<file path="src/rtl/mic_pkg.sv">
// Shared types for the microsequencer: microinstruction layout, FSM states
// and default widths.
package mic_pkg;

    localparam int unsigned ADDR_W_DEFAULT = 9;
    localparam int unsigned UI_W_DEFAULT   = 36;
    localparam int unsigned NA_W           = 9;
    localparam int unsigned ALU_W          = 6;
    localparam int unsigned C_W            = 9;
    localparam int unsigned B_W            = 4;
    localparam int unsigned MBR_W          = 8;

    // Field order is MSB first, matching the control-store word layout.
    typedef struct packed {
        logic [NA_W-1:0]  next_address;
        logic             jmpc;
        logic             jamn;
        logic             jamz;
        logic             sll8;
        logic             sra1;
        logic [ALU_W-1:0] alu;
        logic [C_W-1:0]   c;
        logic             write;
        logic             read;
        logic             fetch;
        logic [B_W-1:0]   b;
    } micro_t;

    typedef enum logic [2:0] {
        IDLE,
        ISSUE,
        EXEC,
        WAIT_MEM,
        HALT
    } state_t;

endpackage

</file>
<file path="src/rtl/mic_next_addr.sv">
// Next-MPC computation: pure OR of NEXT_ADDRESS, the JAM high bit and the
// zero-extended MBR byte; no carries.
module mic_next_addr
    import mic_pkg::*;
#(
    parameter int unsigned ADDR_W = ADDR_W_DEFAULT
) (
    input  logic [NA_W-1:0]   next_address,
    input  logic              jmpc,
    input  logic              jamn,
    input  logic              jamz,
    input  logic              alu_n,
    input  logic              alu_z,
    input  logic [MBR_W-1:0]  mbr,
    output logic [ADDR_W-1:0] next_mpc
);

    logic jam;

    always_comb begin
        jam      = (jamn & alu_n) | (jamz & alu_z);
        next_mpc = ADDR_W'(next_address)
                 | ADDR_W'({jam, 8'b0})
                 | (jmpc ? ADDR_W'({1'b0, mbr}) : '0);
    end

endmodule

</file>
<file path="src/rtl/mic_microsequencer.sv">
// Two-cycle microsequencer: ISSUE latches the microinstruction, EXEC drives
// the datapath controls and resolves the next MPC, WAIT_MEM stalls on memory.
module mic_microsequencer
    import mic_pkg::*;
#(
    parameter int unsigned          ADDR_W    = ADDR_W_DEFAULT,
    parameter int unsigned          UI_W      = UI_W_DEFAULT,
    parameter logic [ADDR_W-1:0]    HALT_ADDR = ADDR_W'('h1FF)
) (
    input  logic              clk,
    input  logic              reset,
    input  logic              start,
    output logic [ADDR_W-1:0] cs_addr,
    input  logic [UI_W-1:0]   cs_data,
    input  logic              alu_n,
    input  logic              alu_z,
    input  logic [7:0]        mbr,
    input  logic              mem_ready,
    output logic [5:0]        alu_ctl,
    output logic [1:0]        shift_ctl,
    output logic [8:0]        c_en,
    output logic [3:0]        b_sel,
    output logic              mem_rd,
    output logic              mem_wr,
    output logic              mem_fetch,
    output logic              halted
);

    state_t            state;
    logic [ADDR_W-1:0] mpc;
    logic [ADDR_W-1:0] next_mpc;
    micro_t            ir;
    logic              n_flag;
    logic              z_flag;
    logic              any_strobe;
    logic              exec;

    // N/Z are architectural state with no consumer inside this block.
    logic unused_flags;
    assign unused_flags = n_flag ^ z_flag;

    mic_next_addr #(.ADDR_W(ADDR_W)) u_next_addr (
        .next_address (ir.next_address),
        .jmpc         (ir.jmpc),
        .jamn         (ir.jamn),
        .jamz         (ir.jamz),
        .alu_n        (alu_n),
        .alu_z        (alu_z),
        .mbr          (mbr),
        .next_mpc     (next_mpc)
    );

    assign any_strobe = ir.read | ir.write | ir.fetch;

    always_ff @(posedge clk) begin
        if (reset) begin
            state  <= IDLE;
            mpc    <= '0;
            ir     <= '0;
            n_flag <= 1'b0;
            z_flag <= 1'b0;
        end else begin
            case (state)
                IDLE: if (start) state <= ISSUE;
                ISSUE: begin
                    ir    <= cs_data;
                    state <= EXEC;
                end
                EXEC: begin
                    mpc    <= next_mpc;
                    n_flag <= alu_n;
                    z_flag <= alu_z;
                    if (any_strobe && !mem_ready) state <= WAIT_MEM;
                    else if (next_mpc == HALT_ADDR) state <= HALT;
                    else state <= ISSUE;
                end
                // MPC already holds the resolved target, so the halt test uses it.
                WAIT_MEM: if (mem_ready) state <= (mpc == HALT_ADDR) ? HALT : ISSUE;
                HALT: if (start) begin
                    mpc   <= '0;
                    state <= ISSUE;
                end
                default: state <= IDLE;
            endcase
        end
    end

    assign exec      = (state == EXEC);
    assign cs_addr   = mpc;
    assign halted    = (state == HALT);
    assign alu_ctl   = exec ? ir.alu : '0;
    assign shift_ctl = exec ? {ir.sll8, ir.sra1} : '0;
    assign c_en      = exec ? ir.c : '0;
    assign b_sel     = exec ? ir.b : '0;
    assign mem_rd    = exec & ir.read;
    assign mem_wr    = exec & ir.write;
    assign mem_fetch = exec & ir.fetch;

endmodule

</file>
<file path="config.mk">
export PLATFORM = sky130hd
export DESIGN_NAME = mic_microsequencer
export DESIGN_NICKNAME = d
export VERILOG_FILES = /design/src/rtl/mic_pkg.sv /design/src/rtl/mic_next_addr.sv /design/src/rtl/mic_microsequencer.sv
export SDC_FILE = /design/constraint.sdc
export NUM_CORES = 1
export LEC_CHECK = 0
export CAP_MARGIN = 40
export CORE_UTILIZATION = 39
export DETAILED_ROUTE_END_ITERATION = 16
export PLACE_DENSITY_LB_ADDON = 0.25
export SYNTH_ARGS = -nofsm -noshare
export SYNTH_HDL_FRONTEND = slang
export SYNTH_SLANG_ARGS = --single-unit
</file>
<file path="constraint.sdc">
create_clock -name clk -period 1.6 [get_ports clk]
set_clock_uncertainty 0.15 [all_clocks]
set_input_delay 0.24 -clock clk [delete_from_list [all_inputs] [get_ports clk]]
set_output_delay 0.24 -clock clk [all_outputs]
set_load 0.1 [all_outputs]
</file>
Word-level counts from Yosys, hierarchy flattened

Cells that the tools add are included.

Eq/ne operators: 9
Mux-type cells: 13
Bitwise operators: 10
Reduce and logical (&&, ||, !) cells: 7

Operator list:

| kind                                                   | count |
|---|---|
| == test 9 bit (second input constant)                  | 2 |
| two-way mux 9 bit                                      | 2 |
| bitwise OR 9 bit                                       | 2 |
| case mux 9 bit (2 select lines)                        | 1 |
| two-way mux 3 bit                                      | 5 |
| case mux 3 bit (4 select lines)                        | 1 |
| two-way mux 8 bit                                      | 1 |
| == test 3 x 2 -> 1 bit (second input constant)         | 2 |
| two-way mux 6 bit                                      | 1 |
| bitwise AND 1 bit                                      | 5 |
| two-way mux 4 bit                                      | 1 |
| inequality test 2 bit (second input constant)          | 2 |
| AND reduction 2 bit                                    | 2 |
| == test 3 x 1 -> 1 bit (second input constant)         | 1 |
| == test 3 bit (second input constant)                  | 1 |
| logical NOT 3 bit                                      | 1 |
| bitwise OR 1 bit                                       | 3 |
| two-way mux 2 bit                                      | 1 |
| inequality test 2 x 1 -> 1 bit (second input constant) | 1 |
| nonzero test 2 bit                                     | 1 |
| OR reduction 2 bit                                     | 1 |
| logical AND 1 bit                                      | 1 |
| logical NOT 1 bit                                      | 1 |

Register bits: 48
Input port bits: 50

Depth between registers and ports, before layout

Gate-level depths: netlist of run 1.

Depth after elaboration: 8
Gate-level depth with buffers: 7
Depth with buffers taken out: 4

Hierarchy

Synthesis of run 1 repeated with hierarchy kept, for this count alone.

Cell total of the unflattened synthesis: 255
Area total of the unflattened synthesis: 2042.0 sq um

By module, submodules not included:

| module             | times used | cells an instance | area an instance (sq um) |
|---|---|---|---|
| mic_microsequencer | 1          | 245               | 1966.9 |
| mic_next_addr      | 1          | 10                | 75.1 |

Least setup slack after synthesis of run 1

Ideal clock, no wire load.

Path type: flip-flop to output port
From: register state[2]
To: output port alu_ctl[0]
Arrival time: 1.824 ns
Setup slack: -0.614 ns
Stages on the path, launching flop included: 6
Buffers on the path: 2
Cells stage by stage: dfxtp_1 -> buf_4 -> nand2b_1 -> nor2_1 -> clkbuf_1 -> and2_1

Cells in the longest elaborated chain, start to end: 2

RTL lines:

| item                   | line                     | source |
|---|---|---|
| from (decl)            | mic_microsequencer.sv:29 | `state_t state;` |
| from (signal assigned) | mic_microsequencer.sv:78 | `WAIT_MEM: if (mem_ready) state <= (mpc == HALT_ADDR) ? HALT : ISSUE;` |
| == test 3 x 2 -> 1 bit | mic_microsequencer.sv:88 | `assign exec = (state == EXEC);` |
| two-way mux 6 bit      | mic_microsequencer.sv:91 | `assign alu_ctl = exec ? ir.alu : '0;` |
| to (decl)              | mic_microsequencer.sv:19 | `output logic [5:0] alu_ctl,` |

No other way between the ends.

Final worst setup path of run 1

From: register state[2]
To: output port mem_fetch

Cells in the longest elaborated chain, start to end: 2

RTL lines:

| item                   | line                     | source |
|---|---|---|
| == test 3 x 2 -> 1 bit | mic_microsequencer.sv:88 |  |
| bitwise AND 1 bit      | mic_microsequencer.sv:97 | `assign mem_fetch = exec & ir.fetch;` |
| to (decl)              | mic_microsequencer.sv:25 | `output logic mem_fetch,` |

No other way between the ends.

==> metrics.md, run 1 <==
| Metric | Value |
|---|---|
| CTS tree | built |
| Class of the worst hold path | in -> reg |
| Startpoint of the worst-slack reg-to-reg timing path | ir[29] |
| Worst reg-to-reg setup slack | around 50 ps |
| Net count after synthesis | 325 |
| Crit path time final | about 1800 ps |
| Global routing usage summed across all routing layers | 0.219 |
| Leakage | approximately 0.0014 uW |
| Max capacitance violation total | 0 |
| Final weighted congestion in routability-driven placement | 0.838 |
| Layout area overhead | 76.5% |
| Hold-fix buffer count after cts | 0 |
| Count leader, synth | sky130_fd_sc_hd__nand2_1 |
| Post-Syn Instances | approximately 280 |
| Hold wc startpoint | reset |
| Final WS setup | -226 ps |
| Upper clock frequency limit | 548 MHz |
| Area share of the largest cell type after synthesis | 0.463 |
| PD cells | slightly above 700 mW/mm^2 |
| Smallest hold slack | roughly 190 ps |
| Placed cell area | ~0.0035 mm^2 |
| Core Rows | 26 |
| Worst Path Max Fanout | 15 |
| Worst-margin pin slew | about 410 ps |
| Effective utilization at floorplan | 0.406 |
| Antenna violations before repair | 0 |
| Number of endpoints with negative hold slack in the final report | 0 |
| Most frequently used flop master after synthesis | sky130_fd_sc_hd__dfxtp_1 |
| Post-DR wirelength/cell | between 10 and 15 um |
| Ant. Diodes | 0 |
| CP Cell Sequence | nand2b_4 > nor2_4 > buf_12 > and2_2 > buf_12 |
| Crit path top cell by count | sky130_fd_sc_hd__buf_12 |
| Number of vias after detailed routing | ~2200 |
| Warnings, synthesis | 0 |
| Vias in the first global route | around 2000 |
| Post-route DRC violation count | 0 |
| Global-route wire length before repair | 9210 um |
| Unique masters post-synth | 31 |
| Slowest stage delay, CP | 340 ps |
| Number of clock sinks | 48 |
| Worst hold stages | 2 |
| Full die area | between 0.005 and 0.006 mm^2 |
| Crit Path Category | reg -> out |
| Max Used Layer | met4 |
| Unrepaired setup endpoints after global routing | true |
| Count of boundary I/O pins | 84 |
| Number of DRC markers after the initial detailed-route iteration | slightly below 100 |
| Endpoint of the worst register-to-register path | state[0] |
| Half-perimeter wire length after placement | 4280 um |
| Core region area | about 0.005 mm^2 |
| Largest area contributor in the synthesized netlist | sky130_fd_sc_hd__dfxtp_1 |
| Vias/cell | around 5.0 |
| Cells on worst reg2reg path | 4 |
| Async set-reset flop share out of synthesis | 0 |
| Number of levels in the clock H-tree | 2 |
| Netlist Area Pre-Place | between 0.002 and 0.0025 mm^2 |
| Root buf cell | sky130_fd_sc_hd__clkbuf_8 |
| Crit path DAT | between 1000 and 1500 ps |
| Detailed-route wire length on metal 1 | 2460 um |
| Clock Tree Buf Depth | 2 |
| Total CTS buffers | 5 |
| First-pass iteration count of the detailed router | 4 |
| Layout cells sized above 1 | 0.311 |
| Insertion delay to the later sink of the worst-skew pair | 300 ps |
| Pin count of the biggest net entering global routing | 23 |
| Synthesized area divided by synthesized cell count | 7.54 um^2 |
| Fraction of the yosys area taken by sequential cells | 0.463 |
| Crit path capture type | output pin |
| Data required time of the critical path | between 1000 and 1500 ps |
| Result of the run | complete, but fails checks |
| Aggregate global routing overflow | 0 |
| Overall die height | around 75 um |
| Violations in the final reports | negative setup slack |
| EDFF count, synth | 0 |
| Final Setup Violations | 24 |
| Detail Route Antenna Nets | 0 |
| IO Port Bufs | a little over 80 |
| Total Wirelength | between 5000 and 6000 um |
| Worst ir drop on vdd | roughly 0.56 mV |
| Routed met2 length | 2840 um |
| #FFs+latches synth | 48 |
| Main area contributors after synthesis | sky130_fd_sc_hd__dfxtp_1 (46%), sky130_fd_sc_hd__nand2_1 (14%), sky130_fd_sc_hd__a21oi_1 (13%) |
| Die outline width | between 70 and 80 um |
| Top post-synthesis cells by count | sky130_fd_sc_hd__nand2_1 (76), sky130_fd_sc_hd__a21oi_1 (54), sky130_fd_sc_hd__dfxtp_1 (48) |
| Post-route cell area | roughly 0.0037 mm^2 |
| Slowest CP cell | sky130_fd_sc_hd__dfxtp_2 |
| Final clock period utilization by the worst path | 1.14 |
| Clock-pin slew reported for the worst setup and hold paths after clock tree synthesis | 90 ps |
| Net count, final | 420 |
| Worst max-slew margin expressed relative to the limit | 0.725 |
| Detail Route met3 WL | 362 um |
| Number of pins with negative max-slew slack in the final report | 0 |
| Category of the worst setup path launch point | register |
| Worst hold endpoint | cs_addr[3] |
[cell type report]
cell class,count,area (um^2)
timing repair buffer,107,1360
fill,418,1450
tap,70,87.6
sequential,48,980
clock buffer,7,96.3
multi-input combinational,208,1140
[placed cells by master, fill, tap and decap left out, types with 2 or more instances in the layout]
cell type,Yosys,final
sky130_fd_sc_hd__a21o_1,2,2
sky130_fd_sc_hd__a21oi_1,54,53
sky130_fd_sc_hd__and2_2,0,2
sky130_fd_sc_hd__and2_4,0,23
sky130_fd_sc_hd__and2b_1,2,2
sky130_fd_sc_hd__buf_12,0,35
sky130_fd_sc_hd__buf_4,3,22
sky130_fd_sc_hd__clkbuf_8,0,7
sky130_fd_sc_hd__clkdlybuf4s50_1,0,42
sky130_fd_sc_hd__dfxtp_1,48,33
sky130_fd_sc_hd__dfxtp_2,0,15
sky130_fd_sc_hd__dlygate4sd2_1,0,6
sky130_fd_sc_hd__nand2_1,76,76
sky130_fd_sc_hd__nand3b_1,2,2
sky130_fd_sc_hd__nor2_1,21,19
sky130_fd_sc_hd__nor3_1,3,3
sky130_fd_sc_hd__o22ai_1,4,4
[worst max-delay path by stage]
stage	cells after the start	endpoint	from	slack (ps)
2_1_floorplan	5	alu_ctl[0]	state[2]	-50
3_3_place_gp	5	state[0]	mbr[4]	-400
3_5_place_dp	5	state[0]	mbr[4]	-450
4_1_cts	5	mem_rd	state[2]	-230
5_1_grt	5	mem_rd	state[2]	-270
6_report	5	mem_fetch	state[2]	-230
[cell families after synthesis]
group                  count (synthesis)  share of synthesized area
AND/OR/NAND/NOR                      140                      0.314
flip-flops                            48                      0.463
buffers and inverters                 19                     0.0440
AO/OA/AOI/OAI                         68                      0.179
[sequential cells by signal, summed over array words and instances, names as in the netlist]
name     cells
cs_addr      9
ir          36
state        3
[through the flow]
step	cells	setup TNS [ps]	utilization	total power [uW]	setup WS (ps)
global placement	430	-1010	0.682	1850	-403
finish	440	-4910	0.717	2630	-226
detailed placement	430	-1030	0.682	1860	-449
CTS	440	-5010	0.709	2620	-227
floorplan	275	-1130	-	1600	-52.8
global route	440	-6060	0.717	2740	-272
[where the power goes]
group | switching (uW) | leakage, uW | internal [uW]
clock | 391 | 0.0000503 | 385
combinational | 286 | 0.000957 | 261
sequential | 46.0 | 0.000398 | 1260
total | 723 | 0.00141 | 1910
[metal layers]
layer,up-vias,global-route usage
li1,1103,-
met1,1018,0.279
met2,82,0.354
met3,9,0.0482
met4,0,0.0985
met5,-,0
[critical path: cells and delay by family, from the launching register on]
kind / cells / cell delay (ps)
buffers and inverters: 2 / 320
DFF: 1 / 340
and+or+nand+nor: 3 / 460
[repair_timing]
action,in CTS,in global routing
buffers inserted,3,0
setup endpoints to repair,27,27
pin swaps,7,3
resized for setup,16,10
No activity file was read; power rests on OpenSTA's default activity.
==> run 2: changes to the inputs <==
--- a/config.mk
+++ b/config.mk
@@ -6,8 +6,9 @@
 export NUM_CORES = 1
 export LEC_CHECK = 0
 export CAP_MARGIN = 40
-export CORE_UTILIZATION = 39
+export CORE_UTILIZATION = 46
 export DETAILED_ROUTE_END_ITERATION = 16
+export GPL_TIMING_DRIVEN = 0
 export PLACE_DENSITY_LB_ADDON = 0.25
 export SYNTH_ARGS = -nofsm -noshare
 export SYNTH_HDL_FRONTEND = slang
==> constraint.sdc (replaced) <==
create_clock -name clk -period 2.1 [get_ports clk]
set_clock_uncertainty 0.15 [all_clocks]
set_input_delay 0.315 -clock clk [delete_from_list [all_inputs] [get_ports clk]]
set_output_delay 0.315 -clock clk [all_outputs]
set_load 0.1 [all_outputs]
==> run 2 against run 1 <==
Effect of this change:
- the run now ends clean
- combinational power fell by 25%
- worst setup slack improved by 260 ps
- die area decreased by 15%
- via count up 5.8%
- clock power decreased by 14%
- critical path depth increased by 1
- cell count down 0.91%
- non-clock buffer count is 13 higher
- critical path type unchanged
- critical endpoint is now alu_ctl[1]
==> metrics.md, run 2 (synthesis results as in run 1) <==
| Metric | Value |
|---|---|
| Global-route met3 utilization | 0.0585 (+0.0103) |
| Slowest stage delay, CP | 360 ps (+20 ps) |
| Commonest non-fill, non-tap cells in the layout | sky130_fd_sc_hd__nand2_1 (76), sky130_fd_sc_hd__clkdlybuf4s50_1 (58), sky130_fd_sc_hd__a21oi_1 (54), sky130_fd_sc_hd__dfxtp_1 (45), sky130_fd_sc_hd__buf_12 (22) |
| Class of the worst hold path | reg -> reg |
| Number of endpoints with negative hold slack in the final report | 0 (unchanged) |
| Net count, final | 433 (+3.1%) |
| CTS tree | built |
| Number of levels in the clock H-tree | 2 (unchanged) |
| Leakage | 0.00137 uW (-2.4%) |
| Category of the worst setup path launch point | register |
| Total instance count after detailed placement | 444 (+3.3%) |
| Clock-pin slew reported for the worst setup and hold paths after clock tree synthesis | 90 ps (about the same) |
| Count of boundary I/O pins | 84 (unchanged) |
| Full die area | 0.00478 mm^2 (-15%) |
| PD cells | 570 mW/mm^2 (-21%) |
| Global-route wire length before repair | 11000 um (+19%) |
| Worst Path Max Fanout | 5 (-10) |
| Pin count of the biggest net entering global routing | 16 (-30%) |
| Result of the run | completed |
| Upper clock frequency limit | 484 MHz |
| Relative contribution of sequential cells to total power | 0.479 (-0.018) |
| Final weighted congestion in routability-driven placement | 0.866 (+3.3%) |
| Layout area overhead | 75.2% |
| Layout cells sized above 1 | 0.224 (-0.0869) |
| Hold-fix buffer count after cts | 0 (unchanged) |
| Crit path buf inv count | 3 (+1) |
| Max capacitance violation total | 0 (unchanged) |
| Number of DRC markers after the initial detailed-route iteration | 86 (-12%) |
| Number of vias after detailed routing | 2340 (+5.8%) |
| Slowest CP cell | sky130_fd_sc_hd__dfxtp_4 |
| Post-route DRC violation count | 0 (unchanged) |
| Clock Tree Buf Depth | 2 (unchanged) |
| Total CTS buffers | 5 (unchanged) |
| Crit path max-delay family | simple AND/OR/NAND/NOR gates |
| Count of filler cells inserted in the layout | 254 (-39%) |
| Clock group share of total power | 0.323 (+0.028) |
| Die outline width | 69.2 um (-7.7%) |
| CP Cell Sequence | nand2b_4 > nor2_4 > buf_4 > clkbuf_8 > and2_2 > buf_12 |
| Worst-margin pin slew | 520 ps (+108 ps) |
| Post-route cell area | 0.00363 mm^2 (-0.72%) |
| Most flops, register | ir |
| Met1 track utilization from global routing | 0.327 (+0.0484) |
| Met2 track demand over resource in global routing | 0.523 (+0.169) |
| Root buf cell | sky130_fd_sc_hd__clkbuf_8 |
| Insertion delay to the later sink of the worst-skew pair | 310 ps (about the same) |
| Antenna violations before repair | 0 (unchanged) |
| Global routing usage summed across all routing layers | 0.291 (+0.0721) |
| Number of clock sinks | 48 (unchanged) |
| Data required time of the critical path | 1630 ps (+420 ps) |
| Core region area | 0.00435 mm^2 (-15%) |
| Aggregate global routing overflow | 0 (unchanged) |
| Internal Dissipation | 1500 uW (-21%) |
| First-pass iteration count of the detailed router | 5 (+1) |
| Vias in the first global route | 2311 (+14%) |
| Final total power | 2070 uW (-21%) |
| Overall die height | 69.2 um (-7.7%) |
| Final Setup Violations | 0 (-100%) |
| Number of pins with negative max-slew slack in the final report | 0 (unchanged) |
| Vias/cell | 5.37 (+6.8%) |
| Net load switching power | 570 uW (-21%) |
| Routing layer with the top usage in global route | met2 |
| Number of flip-flops in the largest register | 36 (unchanged) |
| Final clock period utilization by the worst path | 0.984 |
| Detail Route Antenna Nets | 0 (unchanged) |
| Crit path DAT | 1600 ps (+160 ps) |
| Post-DR wirelength/cell | 15.5 um (+18%) |
| Non-filler cells, final | 436 (-0.91%) |
| Placed cell area | 0.00354 mm^2 (+1.7%) |
| Crit path time final | between 2000 and 2500 ps |
| Total Wirelength | 6760 um (+17%) |
| Sw Ratio | 0.275 (+0.000373) |
| Most frequent standard cell in the layout excluding fill and tap cells | sky130_fd_sc_hd__nand2_1 |
| Half-perimeter wire length after placement | 4790 um (+12%) |
| Effective utilization at floorplan | 0.476 (+0.0703) |
| IO Port Bufs | 83 (unchanged) |
| Comb power frac | 0.198 (-0.010) |
| Smallest hold slack | 306 ps (+117 ps) |
| Ant. Diodes | 0 (unchanged) |
| Worst reg-to-reg setup slack | 180 ps (+130 ps) |
| Crit Path Category | reg -> out |
| Crit path capture type | output pin |
| Core Rows | 24 (-7.7%) |
| Worst max-slew margin expressed relative to the limit | 0.653 (-0.0719) |
| Worst ir drop on vdd | 0.449 mV (-20%) |
run 2: cell count changes in the layout (fill, tap and decap cells not counted), moves of 3 or more:
cell	delta
sky130_fd_sc_hd__buf_16	+3
sky130_fd_sc_hd__dfxtp_2	-14
sky130_fd_sc_hd__buf_8	+10
sky130_fd_sc_hd__dfxtp_1	+12
sky130_fd_sc_hd__buf_4	-15
sky130_fd_sc_hd__dlygate4sd2_1	-6
sky130_fd_sc_hd__buf_2	+3
sky130_fd_sc_hd__clkbuf_1	+12
sky130_fd_sc_hd__and2_1	+5
sky130_fd_sc_hd__buf_12	-13
sky130_fd_sc_hd__and2_4	-19
sky130_fd_sc_hd__clkdlybuf4s50_1	+16
sky130_fd_sc_hd__and2_2	+14
run 2: timing repair:
item                       CTS  global route
setup buffers                4             4
cloned                       1             0
pin swaps                    3             2
resized for setup           56             4
setup endpoints to repair   25             6
run 2: path summary, 6_finish.rpt:
path / from / end / cells after the start
worst max-delay path: state[2] / alu_ctl[1] / 6
worst min-delay path: ir[23] / ir[23] / 2
worst max register to register: state[2] / ir[18] / 7
worst min register to register: ir[23] / ir[23] / 2
run 2: power groups by stage:
stage	clock (uW)	combinational, uW	sequential [uW]
2_1_floorplan	0	186	1020
3_3_place_gp	0	349	1010
3_5_place_dp	0	382	1010
4_1_cts	668	402	990
5_1_grt	712	442	999
6_report	669	411	993
run 2: cell type report:
| type | instances | area (um^2) | share of cell area |
|---|---|---|---|
| plain buffers | 18 | 105 | 0.0289 |
| clock buffers | 5 | 68.8 | 0.0189 |
| clock inverters | 3 | 42.5 | 0.0117 |
| multi-input cells | 208 | 1070 | 0.294 |
| flip-flops and latches | 48 | 970 | 0.267 |
| well taps | 52 | 65.1 | 0.0179 |
| repair buffers | 102 | 1310 | 0.361 |
run 2: worst reg2reg max path, stage by stage, from the launching register on:
cell and delay, ps:
sky130_fd_sc_hd__dfxtp_4 360, sky130_fd_sc_hd__buf_4 160, sky130_fd_sc_hd__nor2_1 120, sky130_fd_sc_hd__and2_1 140
sky130_fd_sc_hd__buf_2 210, sky130_fd_sc_hd__clkbuf_1 370, sky130_fd_sc_hd__nand2_1 120, sky130_fd_sc_hd__a21oi_1 210
run 2: stage by stage:
stage	util	setup WS, ps	TNS [ps]
6_report	0.835	33.4	0
2_1_floorplan	-	18.4	0
3_5_place_dp	0.814	-635	-13210
4_1_cts	0.832	-60.8	-60.8
5_1_grt	0.835	-2.55	-4.82
3_3_place_gp	0.688	-1000	-22530
run 2: per-layer routing:
layer | up-vias | share of wire
met5 | - | 0
met1 | 1082 | 0.40
li1 | 1142 | -
met4 | 0 | 0.037
met2 | 90 | 0.53
met3 | 26 | 0.041
